===== src/rtl/melody_sequencer.sv =====
// Melody sequencer: on a debounced key press, steps through a ROM of
// {midi, duration} entries and drives the tone generator's note input.
module melody_sequencer #(
  parameter int unsigned TICK_DIV        = 187500,
  parameter int unsigned DEBOUNCE_CYCLES = 120000,
  parameter int unsigned ROM_DEPTH       = 32,
  parameter logic [ROM_DEPTH*16-1:0] ROM_INIT =
    (ROM_DEPTH*16)'({16'h0000, 16'h4810, 16'h4308, 16'h4008, 16'h3C08}),
  localparam int unsigned IDX_W = (ROM_DEPTH > 1) ? $clog2(ROM_DEPTH) : 1
) (
  input  logic             clk12MHz,
  input  logic             rst_n,
  input  logic             key,
  input  logic             loop_en,
  output logic [7:0]       midi,
  output logic             playing,
  output logic [IDX_W-1:0] note_idx
);

  localparam int unsigned TICK_W = (TICK_DIV > 1) ? $clog2(TICK_DIV) : 1;
  localparam int unsigned DB_W   = (DEBOUNCE_CYCLES > 1) ? $clog2(DEBOUNCE_CYCLES) : 1;

  typedef enum logic [1:0] {S_IDLE, S_LOAD, S_WAIT, S_PLAY} state_t;

  state_t            state_q, state_d;
  logic              key_s1_q, key_s2_q;
  logic              key_db_q, key_db_d;
  logic [DB_W-1:0]   db_cnt_q, db_cnt_d;
  logic [TICK_W-1:0] tick_cnt_q, tick_cnt_d;
  logic [7:0]        midi_q, midi_d;
  logic [7:0]        remaining_q, remaining_d;
  logic [IDX_W-1:0]  note_idx_q, note_idx_d;
  logic [15:0]       rom_q;
  logic [15:0]       rom_mem [ROM_DEPTH];

  logic db_settled, press, tick, rom_end, last_entry, note_done;

  // Key path: 2-FF synchroniser idles at the released level.
  always_ff @(posedge clk12MHz or negedge rst_n) begin
    if (!rst_n) begin
      key_s1_q <= 1'b1;
      key_s2_q <= 1'b1;
    end else begin
      key_s1_q <= key;
      key_s2_q <= key_s1_q;
    end
  end

  assign db_settled = (db_cnt_q == DB_W'(DEBOUNCE_CYCLES - 1));
  assign press      = key_db_q & ~key_s2_q & db_settled;

  always_comb begin
    key_db_d = key_db_q;
    db_cnt_d = db_cnt_q;
    if (key_s2_q == key_db_q) begin
      db_cnt_d = '0;
    end else if (db_settled) begin
      key_db_d = key_s2_q;
      db_cnt_d = '0;
    end else begin
      db_cnt_d = db_cnt_q + DB_W'(1);
    end
  end

  // Tempo counter only runs in PLAY, so each note starts on a fresh tick.
  assign tick       = (tick_cnt_q == TICK_W'(TICK_DIV - 1));
  assign tick_cnt_d = (state_q == S_PLAY && !tick) ? tick_cnt_q + TICK_W'(1) : '0;

  for (genvar gi = 0; gi < ROM_DEPTH; gi++) begin : g_rom
    assign rom_mem[gi] = ROM_INIT[gi*16 +: 16];
  end

  always_ff @(posedge clk12MHz) begin
    rom_q <= rom_mem[note_idx_q];
  end

  assign rom_end    = (rom_q[7:0] == 8'd0);
  assign last_entry = (note_idx_q == IDX_W'(ROM_DEPTH - 1));
  assign note_done  = tick && (remaining_q == 8'd1);

  always_ff @(posedge clk12MHz or negedge rst_n) begin
    if (!rst_n) state_q <= S_IDLE;
    else        state_q <= state_d;
  end

  always_comb begin
    state_d = state_q;
    case (state_q)
      S_IDLE: if (press) state_d = S_LOAD;
      S_LOAD: state_d = press ? S_IDLE : S_WAIT;
      S_WAIT: begin
        if (press)        state_d = S_IDLE;
        else if (rom_end) state_d = loop_en ? S_LOAD : S_IDLE;
        else              state_d = S_PLAY;
      end
      S_PLAY: begin
        if (press)          state_d = S_IDLE;
        else if (note_done) state_d = (last_entry && !loop_en) ? S_IDLE : S_LOAD;
      end
      default: state_d = S_IDLE;
    endcase
  end

  // A press outside IDLE aborts; it outranks a coincident tick.
  always_comb begin
    midi_d      = midi_q;
    note_idx_d  = note_idx_q;
    remaining_d = remaining_q;
    if (press && state_q != S_IDLE) begin
      midi_d     = '0;
      note_idx_d = '0;
    end else begin
      case (state_q)
        S_IDLE: if (press) note_idx_d = '0;
        S_WAIT: begin
          if (rom_end) begin
            note_idx_d = '0;
            if (!loop_en) midi_d = '0;
          end else begin
            midi_d      = rom_q[15:8];
            remaining_d = rom_q[7:0];
          end
        end
        S_PLAY: begin
          if (tick) begin
            remaining_d = remaining_q - 8'd1;
            if (remaining_q == 8'd2) midi_d = '0;
            if (note_done) begin
              note_idx_d = last_entry ? '0 : note_idx_q + IDX_W'(1);
              if (last_entry && !loop_en) midi_d = '0;
            end
          end
        end
        default: ;
      endcase
    end
  end

  always_ff @(posedge clk12MHz or negedge rst_n) begin
    if (!rst_n) begin
      key_db_q    <= 1'b1;
      db_cnt_q    <= '0;
      tick_cnt_q  <= '0;
      midi_q      <= '0;
      remaining_q <= '0;
      note_idx_q  <= '0;
    end else begin
      key_db_q    <= key_db_d;
      db_cnt_q    <= db_cnt_d;
      tick_cnt_q  <= tick_cnt_d;
      midi_q      <= midi_d;
      remaining_q <= remaining_d;
      note_idx_q  <= note_idx_d;
    end
  end

  always_comb begin
    playing = (state_q != S_IDLE);
  end

  assign midi     = midi_q;
  assign note_idx = note_idx_q;

endmodule

===== config.mk =====
export PLATFORM = sky130hd
export DESIGN_NAME = melody_sequencer
export DESIGN_NICKNAME = d
export VERILOG_FILES = /design/src/rtl/melody_sequencer.sv
export SDC_FILE = /design/constraint.sdc
export NUM_CORES = 1
export LEC_CHECK = 0
export CORE_MARGIN = 1.5
export CORE_UTILIZATION = 45
export DETAILED_ROUTE_END_ITERATION = 8
export PLACE_DENSITY = 0.63
export SLEW_MARGIN = 10
export SYNTH_ARGS = -nofsm -noshare
export SYNTH_HDL_FRONTEND = slang
export SYNTH_SLANG_ARGS = --single-unit

===== constraint.sdc =====
create_clock -name clk12MHz -period 2.3 [get_ports clk12MHz]
set_input_delay 0.46 -clock clk12MHz [delete_from_list [all_inputs] [get_ports clk12MHz]]
set_output_delay 0.46 -clock clk12MHz [all_outputs]
set_load 0.05 [all_outputs]

* Yosys cells after proc, flatten, opt, wreduce, memory -nomap -nowiden
Memories as Yosys holds them, arrays and structs flattened. A register that Yosys moved wholly into a read port is not among the register bits.
Index checks and enable logic that the tools add are counted.
** Cells by class
- Add/sub/neg operators :: 4
- Reduce and logical (&&, ||, !) cells :: 17
- Equality and inequality tests :: 18
- Mux-type cells :: 30
- Bitwise gates (word level) :: 6
** Operator list (number)
- $mux W8 :: 9
- $mux W17 :: 2
- $pmux W8 S2 :: 2
- $mux W5 :: 6
- $add A18 B1 Y18 const B :: 1
- $eq A18 B18 Y1 const B :: 1
- $mux W18 :: 1
- $add A17 B1 Y17 const B :: 1
- $eq A17 B17 Y1 const B :: 1
- $pmux W5 S3 :: 1
- $mux W2 :: 6
- $ne A3 B3 Y1 const B :: 3
- $eq A8 B1 Y1 const B :: 1
- $eq A8 B2 Y1 const B :: 1
- $logic_not A8 Y1 :: 1
- $pmux W2 S4 :: 1
- $sub A8 B1 Y8 const B :: 1
- $ne A2 B2 Y1 const B :: 3
- $ne A3 B2 Y1 const B :: 2
- $not A5 Y6 :: 1
- $add A5 B1 Y5 const B :: 1
- $eq A5 B5 Y1 const B :: 1
- $reduce_and A5 Y1 :: 1
- $eq A2 B2 Y1 const B :: 2
- other kinds (15) :: 25
** Word-level totals
- Bits in registers :: 61
- Output and inout bits :: 14
- Memory bits (read-only) :: 512
- Memories kept :: 1
** Memory list
- (no name shown) :: depth 32, width 16, read ports 1, clocked after memory_dff 1, write ports 0, line 74 : rom_q <= rom_mem[note_idx_q];

* Depth between registers and ports, before layout
- Depth in word-level cells :: 7
- Mapped depth :: 8
- Gate-level depth less buffers :: 8

* Worst setup path after synthesis
No wires, ideal clock.
- Path type :: reg2reg
- Start :: register db_cnt_q[13]
- End :: register remaining_q[6]
- Data required time :: 2234 ps
- Period minus slack after synthesis :: 2233 ps
- Stages on the path, launching flop included :: 8
- Data arrival time :: 2167 ps
- Path slack :: 67 ps
- Setup time :: 66 ps
- Path through :: dfrtp_1 or4b_4 nor4_4 and2_4 buf_6 nor2_2 or4_1 nand2_1
** Between the ends
- Cells in the longest elaborated chain, start to end :: 5
** RTL lines
- start: declaration :: line 28 : logic [DB_W-1:0] db_cnt_q, db_cnt_d;
- start signal: assignment :: line 149 : db_cnt_q <= db_cnt_d;
- $eq A17 B17 Y1 :: line 49 : assign db_settled = (db_cnt_q == DB_W'(DEBOUNCE_CYCLES - 1));
- $and A1 B1 Y1 :: line 50 : assign press = key_db_q & ~key_s2_q & db_settled;
- $logic_and A1 B1 Y1 :: line 109 : if (press && state_q != S_IDLE) begin
- $not A1 Y1 (no line)
- $reduce_and A4 Y1 (no line)
- end signal: assignment :: line 152 : remaining_q <= remaining_d;
- end: declaration :: line 31 : logic [7:0] remaining_q, remaining_d;
No other way between the ends.
A chain may end at the register's enable or synchronous reset.

* Worst setup path after layout
- Start :: register tick_cnt_q[4]
- End :: register remaining_q[6]
** Between the ends
- Cells in the longest elaborated chain, start to end :: 3
** RTL lines
- start: declaration :: line 29 : logic [TICK_W-1:0] tick_cnt_q, tick_cnt_d;
- start signal: assignment :: line 150 : tick_cnt_q <= tick_cnt_d;
- $eq A18 B18 Y1 :: line 66 : assign tick = (tick_cnt_q == TICK_W'(TICK_DIV - 1));
- $ne A2 B2 Y1 (no line)
- $reduce_and A4 Y1 (no line)
No other way between the ends.

==> summary.txt <==
status: completed
Final nets: 401
Final period util: 97.42%
Pre-antenna DRT Iters: 4
PwrDens: 561.6 nW/um^2
PortBufs: 17
Clk Latency, worst-skew pair: 340 ps
ANT nets after route: 0
initial antenna violation count: 0
Sw Share: 20.79%
largest net degree at the start of global routing: 62
Via Count: 2606
Die Y: 89.37 um
fin crit period: 2241 ps
final hold viol count: 0
Seq pwr share: 53.6%
RSZ-0062 raised after global routing: yes
Worst-path clk slew: 70 ps
synth-to-layout area growth: 17.63%
Total Wirelength: 6793 um
Final GP Congestion: 0.7886
CTS tree: yes
Warnings, synthesis: 0
GR Overflow Total: 0
row count: 31
clock sinks: 67
Max Root-Sink Buffers: 2
switching power total: 461.0 uW
register area share after synthesis: 49.16%
Hold-fix buffers, CTS: 0
Worst VDD drop: 0.2745 mV
vias per cell: 5.308
Post-synth ARST share: 91.04%
Worst-Margin Slew: 530.9 ps
WL per Instance: 13.84 um
Leak Pwr: 1.709 nW
initial DRC count: 160
first-pass GRT wire length: 11430 um
Final Max Tran Viols: 0
EDFF count, synth: 0
Filler Cell Count: 664
core box area: 7253 sq um
DIE WIDTH: 89.37 um
Starting Density: 46.28%
vias in the first global route: 2494
Post-Syn Nets: 367
worst-path maximum fanout: 10
Final setup viols: 0
Rel. slew slack: 64.49%
post-detail-place hpwl: 4750 um
Internal: 1.757 mW
Synth Instances: 353
count of state elements after synthesis: 67
CTS resizes: 0
setup TNS: 0 ps
part of the power in the clock network: 44.4%
GRT Resource Usage Total: 19.04%
Comb pwr share: 2.0%
worst min path class: in2async
Setup Crit Path Kind: reg2reg
f_max: 446.3 MHz
Die ar.: 7987 sq um
setup bufs post-CTS: 0
Max Cap Viol: 0
share of layout cells above drive strength 1: 12.50%
CP arrival: 2520 ps
Synth cell types: 49
Worst Path Required: 2580 ps
Clock Root Buffer: clkbuf_8
H-tree depth: 3
Main synth FF type: dfrtp_1
Residual DRC: 0
# diodes: 0
Mean Syn Cell Area: 9.510 sq um
Post-Synthesis Cell Area: 3357 sq um
Critical Path Start Type: flop
hold slack: 115.6 ps
IO Pins: 18
clock skew: 10.32 ps
Inserted Clock Buffers: 9
Setup crit end kind: flop
power by group through the flow:
| stage | clock, mW | combinational (mW) | sequential (mW) |
|---|---|---|---|
| after floorplan | 0 | 0.0130 | 1.21 |
| after global placement | 0 | 0.0465 | 1.21 |
| after detailed placement | 0 | 0.0469 | 1.21 |
| after CTS | 1.01 | 0.0469 | 1.19 |
| after global routing | 1.06 | 0.0532 | 1.19 |
| final | 0.986 | 0.0440 | 1.19 |
cells by family (layout without fill, tap and decap cells):
kind of cell / after synthesis / count (layout) / synth area share [%]
AND/OR/NAND/NOR: 171 / 171 / 26.46
flip-flops: 67 / 67 / 49.16
AO/OA/AOI/OAI: 54 / 54 / 10.47
XOR/XNOR: 27 / 27 / 7.044
buffers and inverters: 23 / 62 / 2.833
adder cells (fa/ha/maj): 10 / 10 / 3.727
multiplexers: 1 / 1 / 0.2982
final cells by class:
type                            count  area [sq um]  area share (%)
Sequential cell                    67          1650           41.79
Multi-Input combinational cell    263          1633           41.35
Clock buffer                       14         162.7           4.119
Timing Repair Buffer               33         295.3           7.478
Tap cell                           99         123.9           3.137
Clock inverter                      2         35.03          0.8872
Inverter                           13         48.80           1.236
cells in the mapped netlist (all sizes together), types with 2 or more instances:
cell type,number,area share [%]
or3,9,1.7
o21a,3,0.67
and3,8,1.5
nor2,51,5.8
or2,2,0.37
dfrtp,58,43
o21ai,14,2.1
xnor2,13,3.4
o211ai,3,0.67
clkbuf,8,0.89
inv,13,1.5
o311ai,2,0.52
a32o,3,0.89
nand4,8,1.5
or4,4,1.0
xor2,14,3.7
and4,6,1.6
a31oi,3,0.56
dfstp,3,2.3
nand2,38,4.3
dfxtp,6,3.6
nor3,11,1.6
nor4,5,1.8
nand3,20,3.0
a21oi,14,2.1
buf,2,0.48
ha,10,3.7
a22o,4,1.0
nand2b,4,0.75
metal layers:
metal  vias to the layer above  routed length (um)  track usage (%)
li1                       1316                   -                -
met1                      1235                3319            24.91
met2                        46                3175            29.94
met3                         9                 201            4.894
met4                         0                  96            8.252
met5                         -                   0                0
flip-flops by register name (all words and copies together), names as in the netlist:
register,cells
tick_cnt_q,18
key_db_q,1
midi,8
note_idx,5
state_q,2
key_s2_q,1
rom_q,6
db_cnt_q,17
remaining_q,8
key_s1_q,1
cell usage in the layout (no fill, tap or decap), types with 2 or more instances in the layout:
| master | n |
|---|---|
| o311ai_0 | 2 |
| or3_1 | 8 |
| nand4_1 | 8 |
| nor4_4 | 2 |
| nor2_1 | 50 |
| o211ai_1 | 3 |
| a31oi_1 | 3 |
| a32o_1 | 3 |
| xor2_1 | 14 |
| a22o_1 | 4 |
| nand2b_1 | 4 |
| clkbuf_8 | 11 |
| dfrtp_1 | 58 |
| or4_1 | 3 |
| nor4_1 | 2 |
| buf_4 | 16 |
| o21a_1 | 3 |
| dfstp_2 | 3 |
| nand2_1 | 37 |
| nor3_1 | 10 |
| o21ai_0 | 13 |
| and3_1 | 7 |
| dfxtp_1 | 6 |
| inv_1 | 13 |
| xnor2_1 | 13 |
| clkbuf_1 | 3 |
| a21oi_1 | 14 |
| ha_1 | 10 |
| clkdlybuf4s50_1 | 15 |
| nand3_1 | 20 |
| and4_1 | 6 |
| or2_2 | 2 |
metrics by stage:
stage | std cells | cell area [sq um] | setup WS, ps | total power, mW | util, %
2_1_floorplan | 353 | 3357 | 67.29 | 1.223 | -
3_3_place_gp | 475 | 3730 | 58.01 | 1.257 | 51.42
3_5_place_dp | 475 | 3730 | 27.89 | 1.257 | 51.42
4_1_cts | 491 | 3928 | 11.49 | 2.247 | 54.15
5_1_grt | 491 | 3949 | -47.67 | 2.304 | 54.44
6_report | 491 | 3949 | 59.36 | 2.218 | 54.44
worst max-delay path, stage by stage, from the launching register on:
cell     delay (ps)
dfrtp_1         400
or4_4           550
nor4_4          180
nand2_2         130
a211o_4         400
or4_1           470
nand2_1          80
path summary, 6_finish.rpt:
path                          startpoint              to  slack (ps)  depth (start not counted)
max                        tick_cnt_q[4]  remaining_q[6]          60                          6
min in group clk12MHz           key_s1_q        key_s2_q         360                          0
min reg2reg                     key_s1_q        key_s2_q         360                          0
max reg2reg                tick_cnt_q[4]  remaining_q[6]          60                          6
max in group asynchronous          rst_n        key_s1_q        1860                          2
min                                rst_n    db_cnt_q[11]         120                          2
(Power assumes the default switching activity.)
